**src/rtl/z80_bus_pkg.sv**
```systemverilog
// z80_bus_pkg: shared types and defaults for the Z80 external-bus arbiter.
//   state_t       - arbiter FSM states (IDLE, REQ, GRANT, RELEASE)
//   NREQ_DEF      - default number of on-chip bus requesters
//   HOLD_MAX_DEF  - default maximum grant length (only used when
//                   BUSARB_TIMEOUT_EN is defined)
//   IDXW_DEF      - owner index width for the default requester count
package z80_bus_pkg;

  localparam int NREQ_DEF     = 4;
  localparam int HOLD_MAX_DEF = 255;
  localparam int IDXW_DEF     = $clog2(NREQ_DEF);

  typedef enum logic [1:0] {
    IDLE    = 2'd0,
    REQ     = 2'd1,
    GRANT   = 2'd2,
    RELEASE = 2'd3
  } state_t;

endpackage

```
**src/rtl/z80_bus_arbiter_if.sv**
```systemverilog
// z80_bus_arbiter_if: requester/CPU-handshake bundle of the bus arbiter.
//   req         - level request per requester
//   gnt         - one-hot grant
//   nBUSRQ      - bus request to the CPU core, active low
//   nBUSACK     - bus acknowledge from the CPU core, active low
//   owner_valid - high while any gnt bit is high
//   owner_idx   - index of the current or last owner
//   timeout     - one-cycle pulse on a forced revoke
// Modports: master is the arbiter side, slave is the requesters + CPU side.
// Handshake: a requester holds req high for as long as it wants the bus and
// may drive the bus only while its gnt bit is high; the arbiter holds
// nBUSRQ low until the owner drops req, and a grant is only issued after
// the CPU answers nBUSRQ=0 with nBUSACK=0.
interface z80_bus_arbiter_if #(
  parameter int NREQ = z80_bus_pkg::NREQ_DEF,
  parameter int IDXW = $clog2(NREQ)
);

  logic [NREQ-1:0] req;
  logic [NREQ-1:0] gnt;
  logic            nBUSRQ;
  logic            nBUSACK;
  logic            owner_valid;
  logic [IDXW-1:0] owner_idx;
  logic            timeout;

  modport master (
    input  req, nBUSACK,
    output gnt, nBUSRQ, owner_valid, owner_idx, timeout
  );

  modport slave (
    output req, nBUSACK,
    input  gnt, nBUSRQ, owner_valid, owner_idx, timeout
  );

endinterface

```
**src/rtl/z80_rr_pick.sv**
```systemverilog
// z80_rr_pick: combinational round-robin picker.
//   req_vec - eligible request vector
//   ptr     - index with the highest priority this round
//   onehot  - one-hot winner (0 when nothing requests)
//   idx     - winner index (0 when nothing requests)
//   any     - high when at least one request is present
// Search runs upward from ptr and wraps NREQ-1 -> 0.
module z80_rr_pick
  import z80_bus_pkg::*;
#(
  parameter int NREQ = NREQ_DEF,
  parameter int IDXW = $clog2(NREQ)
) (
  input  logic [NREQ-1:0] req_vec,
  input  logic [IDXW-1:0] ptr,
  output logic [NREQ-1:0] onehot,
  output logic [IDXW-1:0] idx,
  output logic            any
);

  always_comb begin : pick
    int j;
    onehot = '0;
    idx    = '0;
    any    = 1'b0;
    j      = 0;
    for (int i = 0; i < NREQ; i++) begin
      j = int'(ptr) + i;
      if (j >= NREQ) j = j - NREQ;
      if (!any && req_vec[j]) begin
        any       = 1'b1;
        idx       = IDXW'(j);
        onehot[j] = 1'b1;
      end
    end
  end

endmodule

```
**src/rtl/z80_bus_arbiter.sv**
```systemverilog
// z80_bus_arbiter: shares the Z80 external bus between the CPU core and
// NREQ on-chip masters. Requests the bus from the core with nBUSRQ, waits
// for nBUSACK, then grants one requester in round-robin order. The bus
// always goes back to the CPU between two owners.
// Ports:
//   CLK       - core clock, rising edge
//   RESET     - asynchronous active-high reset
//   bus       - z80_bus_arbiter_if.master (req/gnt/nBUSRQ/nBUSACK/owner/timeout)
//   state_dbg - current FSM state
// Optional feature: define BUSARB_TIMEOUT_EN to bound each grant to
// HOLD_MAX cycles; an overlong owner is revoked, timeout pulses, and that
// requester is masked until it drops its request. Without the macro the
// grant is unbounded, the mask is constant 0 and timeout is tied 0.
module z80_bus_arbiter
  import z80_bus_pkg::*;
#(
  parameter int NREQ     = NREQ_DEF,
  parameter int HOLD_MAX = HOLD_MAX_DEF,
  parameter int IDXW     = $clog2(NREQ)
) (
  input  logic   CLK,
  input  logic   RESET,
  z80_bus_arbiter_if.master bus,
  output state_t state_dbg
);

  state_t          state_q, state_n;
  logic [NREQ-1:0] gnt_q, gnt_n;
  logic            nbusrq_q, nbusrq_n;
  logic            owner_valid_q, owner_valid_n;
  logic [IDXW-1:0] owner_idx_q, owner_idx_n;
  logic [IDXW-1:0] ptr_q, ptr_n;
  logic [IDXW-1:0] ptr_after_owner;
  logic [NREQ-1:0] mask_q;
  logic [NREQ-1:0] elig;
  logic [NREQ-1:0] pick_onehot;
  logic [IDXW-1:0] pick_idx;
  logic            pick_any;
  logic            owner_req;

`ifdef BUSARB_TIMEOUT_EN
  localparam int CNTW = (HOLD_MAX > 256) ? 16 : 8;
  logic [NREQ-1:0] mask_n;
  logic [CNTW-1:0] cnt_q, cnt_n;
  logic            timeout_q, timeout_n;
`else
  assign mask_q = '0;
`endif

  assign elig      = bus.req & ~mask_q;
  assign owner_req = bus.req[owner_idx_q];
  assign ptr_after_owner = (owner_idx_q == IDXW'(NREQ - 1)) ? '0
                                                            : owner_idx_q + 1'b1;

  z80_rr_pick #(
    .NREQ (NREQ),
    .IDXW (IDXW)
  ) u_pick (
    .req_vec (elig),
    .ptr     (ptr_q),
    .onehot  (pick_onehot),
    .idx     (pick_idx),
    .any     (pick_any)
  );

  always_ff @(posedge CLK or posedge RESET) begin
    if (RESET) begin
      state_q       <= IDLE;
      gnt_q         <= '0;
      nbusrq_q      <= 1'b1;
      owner_valid_q <= 1'b0;
      owner_idx_q   <= '0;
      ptr_q         <= '0;
`ifdef BUSARB_TIMEOUT_EN
      mask_q        <= '0;
      cnt_q         <= '0;
      timeout_q     <= 1'b0;
`endif
    end else begin
      state_q       <= state_n;
      gnt_q         <= gnt_n;
      nbusrq_q      <= nbusrq_n;
      owner_valid_q <= owner_valid_n;
      owner_idx_q   <= owner_idx_n;
      ptr_q         <= ptr_n;
`ifdef BUSARB_TIMEOUT_EN
      mask_q        <= mask_n;
      cnt_q         <= cnt_n;
      timeout_q     <= timeout_n;
`endif
    end
  end

  always_comb begin
    state_n       = state_q;
    gnt_n         = gnt_q;
    nbusrq_n      = nbusrq_q;
    owner_valid_n = owner_valid_q;
    owner_idx_n   = owner_idx_q;
    ptr_n         = ptr_q;
`ifdef BUSARB_TIMEOUT_EN
    // A masked requester becomes eligible again once it is seen idle.
    mask_n        = mask_q & bus.req;
    cnt_n         = cnt_q;
    timeout_n     = 1'b0;
`endif
    case (state_q)
      IDLE: begin
        if (|elig) begin
          state_n  = REQ;
          nbusrq_n = 1'b0;
        end
      end
      REQ: begin
        // Winner is chosen at acknowledge time so late requesters compete.
        if (!bus.nBUSACK && pick_any) begin
          state_n       = GRANT;
          gnt_n         = pick_onehot;
          owner_idx_n   = pick_idx;
          owner_valid_n = 1'b1;
`ifdef BUSARB_TIMEOUT_EN
          cnt_n         = '0;
`endif
        end else if (!pick_any) begin
          state_n  = RELEASE;
          nbusrq_n = 1'b1;
        end
      end
      GRANT: begin
        if (bus.nBUSACK) begin
          // CPU took the bus back without being asked: drop the grant.
          state_n       = RELEASE;
          gnt_n         = '0;
          owner_valid_n = 1'b0;
          nbusrq_n      = 1'b1;
        end else if (!owner_req) begin
          state_n       = RELEASE;
          gnt_n         = '0;
          owner_valid_n = 1'b0;
          nbusrq_n      = 1'b1;
          ptr_n         = ptr_after_owner;
`ifdef BUSARB_TIMEOUT_EN
        end else if (cnt_q == CNTW'(HOLD_MAX - 1)) begin
          state_n             = RELEASE;
          gnt_n               = '0;
          owner_valid_n       = 1'b0;
          nbusrq_n            = 1'b1;
          ptr_n               = ptr_after_owner;
          timeout_n           = 1'b1;
          mask_n[owner_idx_q] = 1'b1;
        end else begin
          cnt_n = cnt_q + 1'b1;
`endif
        end
      end
      RELEASE: begin
        if (bus.nBUSACK) state_n = IDLE;
      end
      default: state_n = IDLE;
    endcase
  end

  assign bus.gnt         = gnt_q;
  assign bus.nBUSRQ      = nbusrq_q;
  assign bus.owner_valid = owner_valid_q;
  assign bus.owner_idx   = owner_idx_q;
`ifdef BUSARB_TIMEOUT_EN
  assign bus.timeout     = timeout_q;
`else
  assign bus.timeout     = 1'b0;
`endif
  assign state_dbg       = state_q;

endmodule
```
**src/flat_wrapper.sv**
```systemverilog
// flat-port wrapper written by rule: the top's interface ports become plain ports
module z80_bus_arbiter_flat import z80_bus_pkg::*;
#(
  parameter int NREQ     = NREQ_DEF,
  parameter int HOLD_MAX = HOLD_MAX_DEF,
  parameter int IDXW     = $clog2(NREQ)
)
  (CLK, RESET, state_dbg, bus_req, bus_nBUSACK, bus_gnt, bus_nBUSRQ, bus_owner_valid, bus_owner_idx, bus_timeout);
  z80_bus_arbiter_if #(.NREQ(NREQ), .IDXW(IDXW)) bus_i ();
  input  logic CLK;
  input  logic RESET;
  output state_t state_dbg;
  input wire logic [$bits(bus_i.req)-1:0] bus_req;
  input wire logic [$bits(bus_i.nBUSACK)-1:0] bus_nBUSACK;
  output wire logic [$bits(bus_i.gnt)-1:0] bus_gnt;
  output wire logic [$bits(bus_i.nBUSRQ)-1:0] bus_nBUSRQ;
  output wire logic [$bits(bus_i.owner_valid)-1:0] bus_owner_valid;
  output wire logic [$bits(bus_i.owner_idx)-1:0] bus_owner_idx;
  output wire logic [$bits(bus_i.timeout)-1:0] bus_timeout;
  assign bus_i.req = bus_req;
  assign bus_i.nBUSACK = bus_nBUSACK;
  assign bus_gnt = bus_i.gnt;
  assign bus_nBUSRQ = bus_i.nBUSRQ;
  assign bus_owner_valid = bus_i.owner_valid;
  assign bus_owner_idx = bus_i.owner_idx;
  assign bus_timeout = bus_i.timeout;
  z80_bus_arbiter #(.NREQ(NREQ), .HOLD_MAX(HOLD_MAX), .IDXW(IDXW)) u_core (.CLK(CLK), .RESET(RESET), .bus(bus_i), .state_dbg(state_dbg));
endmodule
```
**config.mk**
```make
export PLATFORM = sky130hd
export DESIGN_NAME = z80_bus_arbiter_flat
export DESIGN_NICKNAME = d
export VERILOG_FILES = /design/src/rtl/z80_bus_pkg.sv /design/src/rtl/z80_bus_arbiter_if.sv /design/src/rtl/z80_rr_pick.sv /design/src/rtl/z80_bus_arbiter.sv /design/src/flat_wrapper.sv
export SDC_FILE = /design/constraint.sdc
export NUM_CORES = 1
export LEC_CHECK = 0
export ABC_AREA = 1
export BUFFER_PORTS_ARGS = -buffer_cell sky130_fd_sc_hd__buf_2
export CAP_MARGIN = 20
export CORE_AREA = 5 5 75 49
export DETAILED_ROUTE_END_ITERATION = 12
export DIE_AREA = 0 0 80 54
export PLACE_DENSITY_LB_ADDON = 0.2
export SYNTH_ARGS = -nofsm -noshare
export SYNTH_HDL_FRONTEND = slang
export SYNTH_SLANG_ARGS = --single-unit
```
**constraint.sdc**
```tcl
create_clock -name CLK -period 3.4 [get_ports CLK]
set_input_delay 0.68 -clock CLK [delete_from_list [all_inputs] [get_ports CLK]]
set_output_delay 0.68 -clock CLK [all_outputs]
set_load 0.01 [all_outputs]
```
==> results of run 1 <==
## area by class of cell
| class | count | share of cell area, % |
|---|---|---|
| multi-input cells | 125 | 55.0 |
| well taps | 45 | 4.40 |
| clock buffers | 4 | 4.31 |
| inverters | 20 | 6.46 |
| flip-flops and latches | 12 | 23.6 |
| repair buffers | 16 | 6.26 |
## metrics by stage
| stage | power (mW) | area, um^2 | cells | util [%] |
|---|---|---|---|---|
| 3_5_place_dp | 1.12 | 1220 | 218 | 40.2 |
| 2_1_floorplan | 0.949 | 1120 | 160 | - |
| 5_1_grt | 1.42 | 1280 | 222 | 42.0 |
| 6_report | 1.28 | 1280 | 222 | 42.0 |
| 4_1_cts | 1.28 | 1280 | 222 | 42.0 |
| 3_3_place_gp | 1.10 | 1220 | 218 | 40.2 |
## how the worst max path moves through the flow
stage	cells past startpoint	to	startpoint	slack, ps
floorplan	12	u_core.bus.owner_idx[1]$_DFFE_PP0P_	u_core.ptr_q[0]$_DFFE_PP0P_	1800
global placement	11	u_core.bus.owner_idx[1]$_DFFE_PP0P_	u_core.ptr_q[0]$_DFFE_PP0P_	1530
detailed placement	11	u_core.bus.owner_idx[1]$_DFFE_PP0P_	u_core.ptr_q[0]$_DFFE_PP0P_	1450
CTS	11	u_core.bus.owner_idx[1]$_DFFE_PP0P_	u_core.ptr_q[0]$_DFFE_PP0P_	1450
global route	11	u_core.bus.owner_idx[1]$_DFFE_PP0P_	u_core.ptr_q[0]$_DFFE_PP0P_	1260
finish	10	u_core.bus.gnt[0]$_DFFE_PP0P_	u_core.ptr_q[0]$_DFFE_PP0P_	1440
## cell families after synthesis
| kind of cell | count (synthesis) |
|---|---|
| adders and majority gates | 9 |
| other | 1 |
| and+or+nand+nor | 96 |
| buffers and inverters | 23 |
| AOI/OAI and AO/OA | 19 |
| DFF | 12 |
## power by group
part           internal, mW  switching [mW]  leakage, nW
sequential            0.212          0.0818        0.147
combinational         0.292           0.535        0.516
clock                 0.102          0.0546       0.0288
## routing by layer
| layer | wire length, um | share of wire, % | global-route usage [%] |
|---|---|---|---|
| met4 | 19 | 0.72 | 3.09 |
| met2 | 1070 | 41 | 19.6 |
| met3 | 127 | 4.8 | 4.35 |
| met1 | 1420 | 54 | 20.4 |
| met5 | 0 | 0 | 0 |
## registers in the layout (all words and copies together), names as in the netlist
register / cells
u_core.state_dbg: 2
u_core.bus.nBUSRQ: 1
u_core.bus.owner_idx: 2
u_core.bus.gnt: 4
u_core.bus.owner_valid: 1
u_core.ptr_q: 2
## layout by cell type (no fill, tap or decap), drive strengths merged
cell	n
nand3b	1
conb	1
inv	19
o31ai	1
nand4	7
nand2	61
dfstp	1
a21oi	7
dfrtp	11
clkbuf	4
buf	16
nand3	20
nor2	7
clkinv	1
ha	9
a21boi	4
o21ai	7
==> impl_metrics.json, run 1 <==
{
  "outcome": "complete, no violations",
  "setup_viol_count_final": 0,
  "clock_insertion_delay_worst_skew_ps": 240,
  "fp-row-count": 16,
  "vertical_die_dimension_um": 54,
  "synth.cell_area_um2": 1120,
  "syn_to_final_growth_pct": 14.4,
  "grt_start_max_net_pins": 13,
  "dp_hpwl_um": 2130,
  "yosys.cell_count.top_type": "sky130_fd_sc_hd__nand2_1",
  "crit_path_class": "reg2reg",
  "synth.cells.most_frequent": "50 x sky130_fd_sc_hd__nand2_1, 17 x sky130_fd_sc_hd__nand3_1, 13 x sky130_fd_sc_hd__inv_1",
  "synth_top_family_by_area": "simple AND/OR/NAND/NOR gates",
  "cts_num_sinks": 12,
  "report.final.hold_viol_count": 0,
  "hold_ws_ps": 443,
  "post_synth_mux_area_share_pct": 0,
  "vias": 1084,
  "cts-resized-gates": 0,
  "cpMaxStageDelayCell": "sky130_fd_sc_hd__dfrtp_1",
  "avgViaCountPerCell": 4.88,
  "synth.largest_area_cell": "sky130_fd_sc_hd__dfrtp_1",
  "number_of_nets_with_antenna_violations_after_detailed_routing": 0,
  "multi_input_area_um2": 703,
  "num-nets-final": 194,
  "floorplan.initialDensity_pct": 36.7,
  "cp_required_ps": 3580,
  "grt_pass1_vias": 975,
  "globalRoute.totalOverflow": 0,
  "final_layout_size_suffix_gt1_share_pct": 24.3,
  "cts_hold_buf": 0,
  "synth_fp_nets": 176,
  "crit_path_cell_trace": "inv_8 -> ha_1 -> inv_1 -> nand3_1 -> nand2_1 -> nor2_2 -> a21oi_1 -> nand3_1 -> nand2_1 -> nand2_1",
  "synth_enable_flop_cells": 0,
  "finalWorstSetupSlack_ps": 1440,
  "synth_adder_area_share_pct": 10.1,
  "timing.critical_path.slowest_cell_delay_ps": 640,
  "worst_r2r_path_depth": 10,
  "routability_congestion_estimate": 0.829,
  "synth_ff_type": "sky130_fd_sc_hd__dfrtp_1",
  "layout.filler_cells": 344,
  "path_clk_slew_ps": 60,
  "achievable_clock_frequency_mhz": 509,
  "netlist-cell-type-count": 26,
  "setup.worst_path.end_class": "flip-flop",
  "antenna_found_initial": 0,
  "cts.htree.levels": 1,
  "worst_r2r_startpoint": "u_core.ptr_q[0]$_DFFE_PP0P_",
  "ys_ff_latch": 12,
  "detail_route.iter0.violations": 53,
  "route.detailed.wl_per_inst_um": 11.9,
  "cts_tree": "done",
  "die-width_um": 80,
  "insertedDiodeCount": 0,
  "post_cts_buffers": 0,
  "root_buf_cell": "sky130_fd_sc_hd__clkbuf_8",
  "cts.path.max_buffers": 2,
  "rr_endpoint": "u_core.bus.gnt[0]$_DFFE_PP0P_",
  "clock-skew-final_ps": 2.10,
  "power.leakage_nw": 0.692,
  "placement.io_buffers": 16,
  "track_usage_pct": 13.9,
  "routed_wl_um": 2640,
  "core-area_um2": 3040,
  "worst-path-max-fanout": 10,
  "drv.max_cap_violation_count": 0,
  "drv_slew": 0,
  "timing.critical_path.max_delay_family": "flip-flops",
  "synth_cells": 160,
  "cp_common_cell": "sky130_fd_sc_hd__nand2_1",
  "synth_largest_type_area_fraction_pct": 24.6,
  "synthSimpleGateAreaFrac_pct": 42.9,
  "cp.buffers_inverters": 2,
  "hp-class": "in2async",
  "cts_buffers": 3,
  "grt_setup_unrepaired": "false",
  "drc": 0,
  "top_level_ports": 18,
  "synthXorXnorAreaFrac_pct": 0,
  "p_per_area_nw_per_um2": 999,
  "place_ws_ps": 1450,
  "synth_compound_area_share_pct": 9.63,
  "grt_first_pass_wirelength_um": 4570,
  "synth.yosys.seq_area_share_pct": 27.0,
  "fp.dieArea_um2": 4320,
  "part_of_the_cycle_the_worst_path_needs_pct": 57.7,
  "worst_ir_drop_vdd_v": 0.000304,
  "fin_tns_setup_ps": 0,
  "synth-warning-count": 0,
  "arrival_time_of_data_at_the_critical_path_endpoint_ps": 2150,
  "start_kind": "flip-flop",
  "ys_async_sr_fraction_pct": 100,
  "worst-r2r-setup-slack_ps": 1440,
  "ys_top_cells_by_area": "sky130_fd_sc_hd__dfrtp_1 25%, sky130_fd_sc_hd__nand2_1 17%, sky130_fd_sc_hd__ha_1 10%",
  "register_area_um2": 302,
  "synthesized_area_per_cell_um2": 6.98,
  "layout_min_cycle_time_ps": 1960,
  "detailedRoute.firstPassIterationCount": 4
}
(Power assumes the default switching activity.)
==> run 2: changes to the inputs <==
clock period = 1.65 ns   (was 3.4 ns; I/O delays follow)
==> run 2 against run 1 <==
Compared with the run above: non-clock buffer count increased by 8; total power is 130% higher; count of clock-buffer cells in the layout is the same; critical path type unchanged; largest cell class unchanged; largest power group unchanged; highest routed layer unchanged.
==> impl_metrics.json, run 2 (same netlist as run 1, synthesis figures left out) <==
{
  "detail_route.iter0.violations": 33,
  "cts_num_sinks": 12,
  "layout.filler_cells": 304,
  "finalWorstSetupSlack_ps": 109,
  "syn_to_final_growth_pct": 24.0,
  "top_level_ports": 18,
  "rr_endpoint": "u_core.bus.gnt[0]$_DFFE_PP0P_",
  "core-area_um2": 3040,
  "routed_wl_um": 2920,
  "insertedDiodeCount": 0,
  "grt_first_pass_wirelength_um": 4730,
  "power.share.sequential_pct": 18.4,
  "routability_congestion_estimate": 0.829,
  "globalRoute.totalOverflow": 0,
  "cts_tree": "done",
  "layout.cells.most_common_list": "47 x sky130_fd_sc_hd__nand2_1, 16 x sky130_fd_sc_hd__buf_2, 15 x sky130_fd_sc_hd__nand3_1",
  "final_layout_size_suffix_gt1_share_pct": 32.4,
  "pwr-share-clk_pct": 9.3,
  "grt_start_max_net_pins": 13,
  "timing.critical_path.slowest_cell_delay_ps": 440,
  "power.net_switching_mw": 1.52,
  "worst-path-max-fanout": 8,
  "start_kind": "flip-flop",
  "clock_insertion_delay_worst_skew_ps": 240,
  "report.final.hold_viol_count": 0,
  "detailedRoute.firstPassIterationCount": 4,
  "power.leakage_nw": 0.735,
  "timing.critical_path.max_delay_family": "simple AND/OR/NAND/NOR gates",
  "drv_slew": 0,
  "antenna_found_initial": 0,
  "dp_hpwl_um": 2340,
  "drv.max_cap_violation_count": 0,
  "cts.path.max_buffers": 2,
  "cts_hold_buf": 0,
  "track_usage_pct": 14.2,
  "clock-skew-final_ps": 2.19,
  "placed_cell_area_um2": 1270,
  "pwr-share-comb_pct": 72.3,
  "power.total_mw": 2.96,
  "outcome": "complete, no violations",
  "hp-class": "in2async",
  "vias": 1121,
  "vertical_die_dimension_um": 54,
  "grt_pass1_vias": 1053,
  "worst_ir_drop_vdd_v": 0.000779,
  "avgViaCountPerCell": 4.87,
  "worst-r2r-setup-slack_ps": 110,
  "mostFrequentLayoutCell": "sky130_fd_sc_hd__nand2_1",
  "cp_required_ps": 1830,
  "route.detailed.wl_per_inst_um": 12.7,
  "setup.worst_path.end_class": "flip-flop",
  "cts_buffers": 3,
  "power_report.internal_total_mw": 1.44,
  "layout_min_cycle_time_ps": 1540,
  "crit_path_class": "reg2reg",
  "num-nets-final": 202,
  "critical_path_cell_count": 11,
  "root_buf_cell": "sky130_fd_sc_hd__clkbuf_8",
  "floorplan.initialDensity_pct": 36.7,
  "fp.dieArea_um2": 4320,
  "setup_viol_count_final": 0,
  "cts.htree.levels": 1,
  "cpMaxStageDelayCell": "sky130_fd_sc_hd__dfrtp_2",
  "fp-row-count": 16,
  "crit_path_cell_trace": "buf_6 -> nand2_1 -> nand2_2 -> nand2_2 -> nand2_2 -> nor2_4 -> buf_6 -> nand4_1 -> nand3_2 -> nand2_1 -> nand2_1",
  "cp.buffers_inverters": 2,
  "place_ws_ps": -19.1,
  "p_per_area_nw_per_um2": 2140,
  "switching_share_pct": 51.4,
  "die-width_um": 80,
  "total_non_filler_cell_area_in_the_finished_layout_um2": 1390,
  "arrival_time_of_data_at_the_critical_path_endpoint_ps": 1720,
  "number_of_nets_with_antenna_violations_after_detailed_routing": 0,
  "placement.io_buffers": 16,
  "worst_r2r_startpoint": "u_core.ptr_q[0]$_DFFE_PP0P_",
  "part_of_the_cycle_the_worst_path_needs_pct": 93.4,
  "drc": 0,
  "achievable_clock_frequency_mhz": 649,
  "worst_r2r_path_depth": 11,
  "largest_register_ffs": 4,
  "hold_ws_ps": 95.4,
  "path_clk_slew_ps": 50
}
## run 2: per-stage QoR
stage               std cells  utilization (%)  TNS [ps]
floorplan                 160                -         0
global placement          224             41.7         0
detailed placement        224             41.7     -26.3
CTS                       228             43.6         0
global route              230             45.5     -2.49
finish                    230             45.5         0
## run 2: worst max-delay path by stage
stage,start,end,slack [ps]
floorplan,u_core.ptr_q[0]$_DFFE_PP0P_,u_core.bus.owner_idx[1]$_DFFE_PP0P_,50
global placement,u_core.ptr_q[0]$_DFFE_PP0P_,u_core.bus.owner_idx[0]$_DFFE_PP0P_,50
detailed placement,u_core.ptr_q[0]$_DFFE_PP0P_,u_core.bus.gnt[0]$_DFFE_PP0P_,-20
CTS,u_core.ptr_q[0]$_DFFE_PP0P_,u_core.bus.gnt[0]$_DFFE_PP0P_,30
global route,u_core.ptr_q[0]$_DFFE_PP0P_,u_core.bus.gnt[0]$_DFFE_PP0P_,-2
finish,u_core.ptr_q[0]$_DFFE_PP0P_,u_core.bus.gnt[0]$_DFFE_PP0P_,110
## run 2: cell type report
class | count | area [um^2] | area share [%]
Multi-Input combinational cell | 125 | 751 | 54.2
Sequential cell | 12 | 303 | 21.9
Timing Repair Buffer | 24 | 148 | 10.7
Inverter | 20 | 82.6 | 5.96
Tap cell | 45 | 56.3 | 4.07
Clock buffer | 4 | 45.0 | 3.25
## run 2: what timing repair did
item / CTS / global route
setup endpoints to repair: 3 / 6
pin swaps: 0 / 4
resized for setup: 1 / 13
buffers inserted: 0 / 2
cloned: 0 / 0
endpoints found under the hold margin: 0 / 0
## run 2: power by group through the flow
stage	combinational (mW)	sequential (mW)	clock, mW
6_report	2.14	0.546	0.275
5_1_grt	2.41	0.563	0.293
4_1_cts	1.94	0.545	0.285
3_5_place_dp	1.89	0.549	0
3_3_place_gp	1.83	0.543	0
2_1_floorplan	1.35	0.602	0
## run 2: worst register-to-register path: stages (launching register included)
cell and delay [ps]:
sky130_fd_sc_hd__dfrtp_2 440, sky130_fd_sc_hd__buf_6 160, sky130_fd_sc_hd__nand2_1 90, sky130_fd_sc_hd__nand2_2 70, sky130_fd_sc_hd__nand2_2 70, sky130_fd_sc_hd__nand2_2 70, sky130_fd_sc_hd__nor2_4 140, sky130_fd_sc_hd__buf_6 140
sky130_fd_sc_hd__nand4_1 90, sky130_fd_sc_hd__nand3_2 100, sky130_fd_sc_hd__nand2_1 50, sky130_fd_sc_hd__nand2_1 50
## run 2: metal layers
metal	up-vias	part of all wire, %	GRT usage [%]
li1	568	-	-
met1	511	47	19.2
met2	38	43	22.7
met3	4	7.7	3.85
met4	0	1.4	3.65
met5	-	0	0
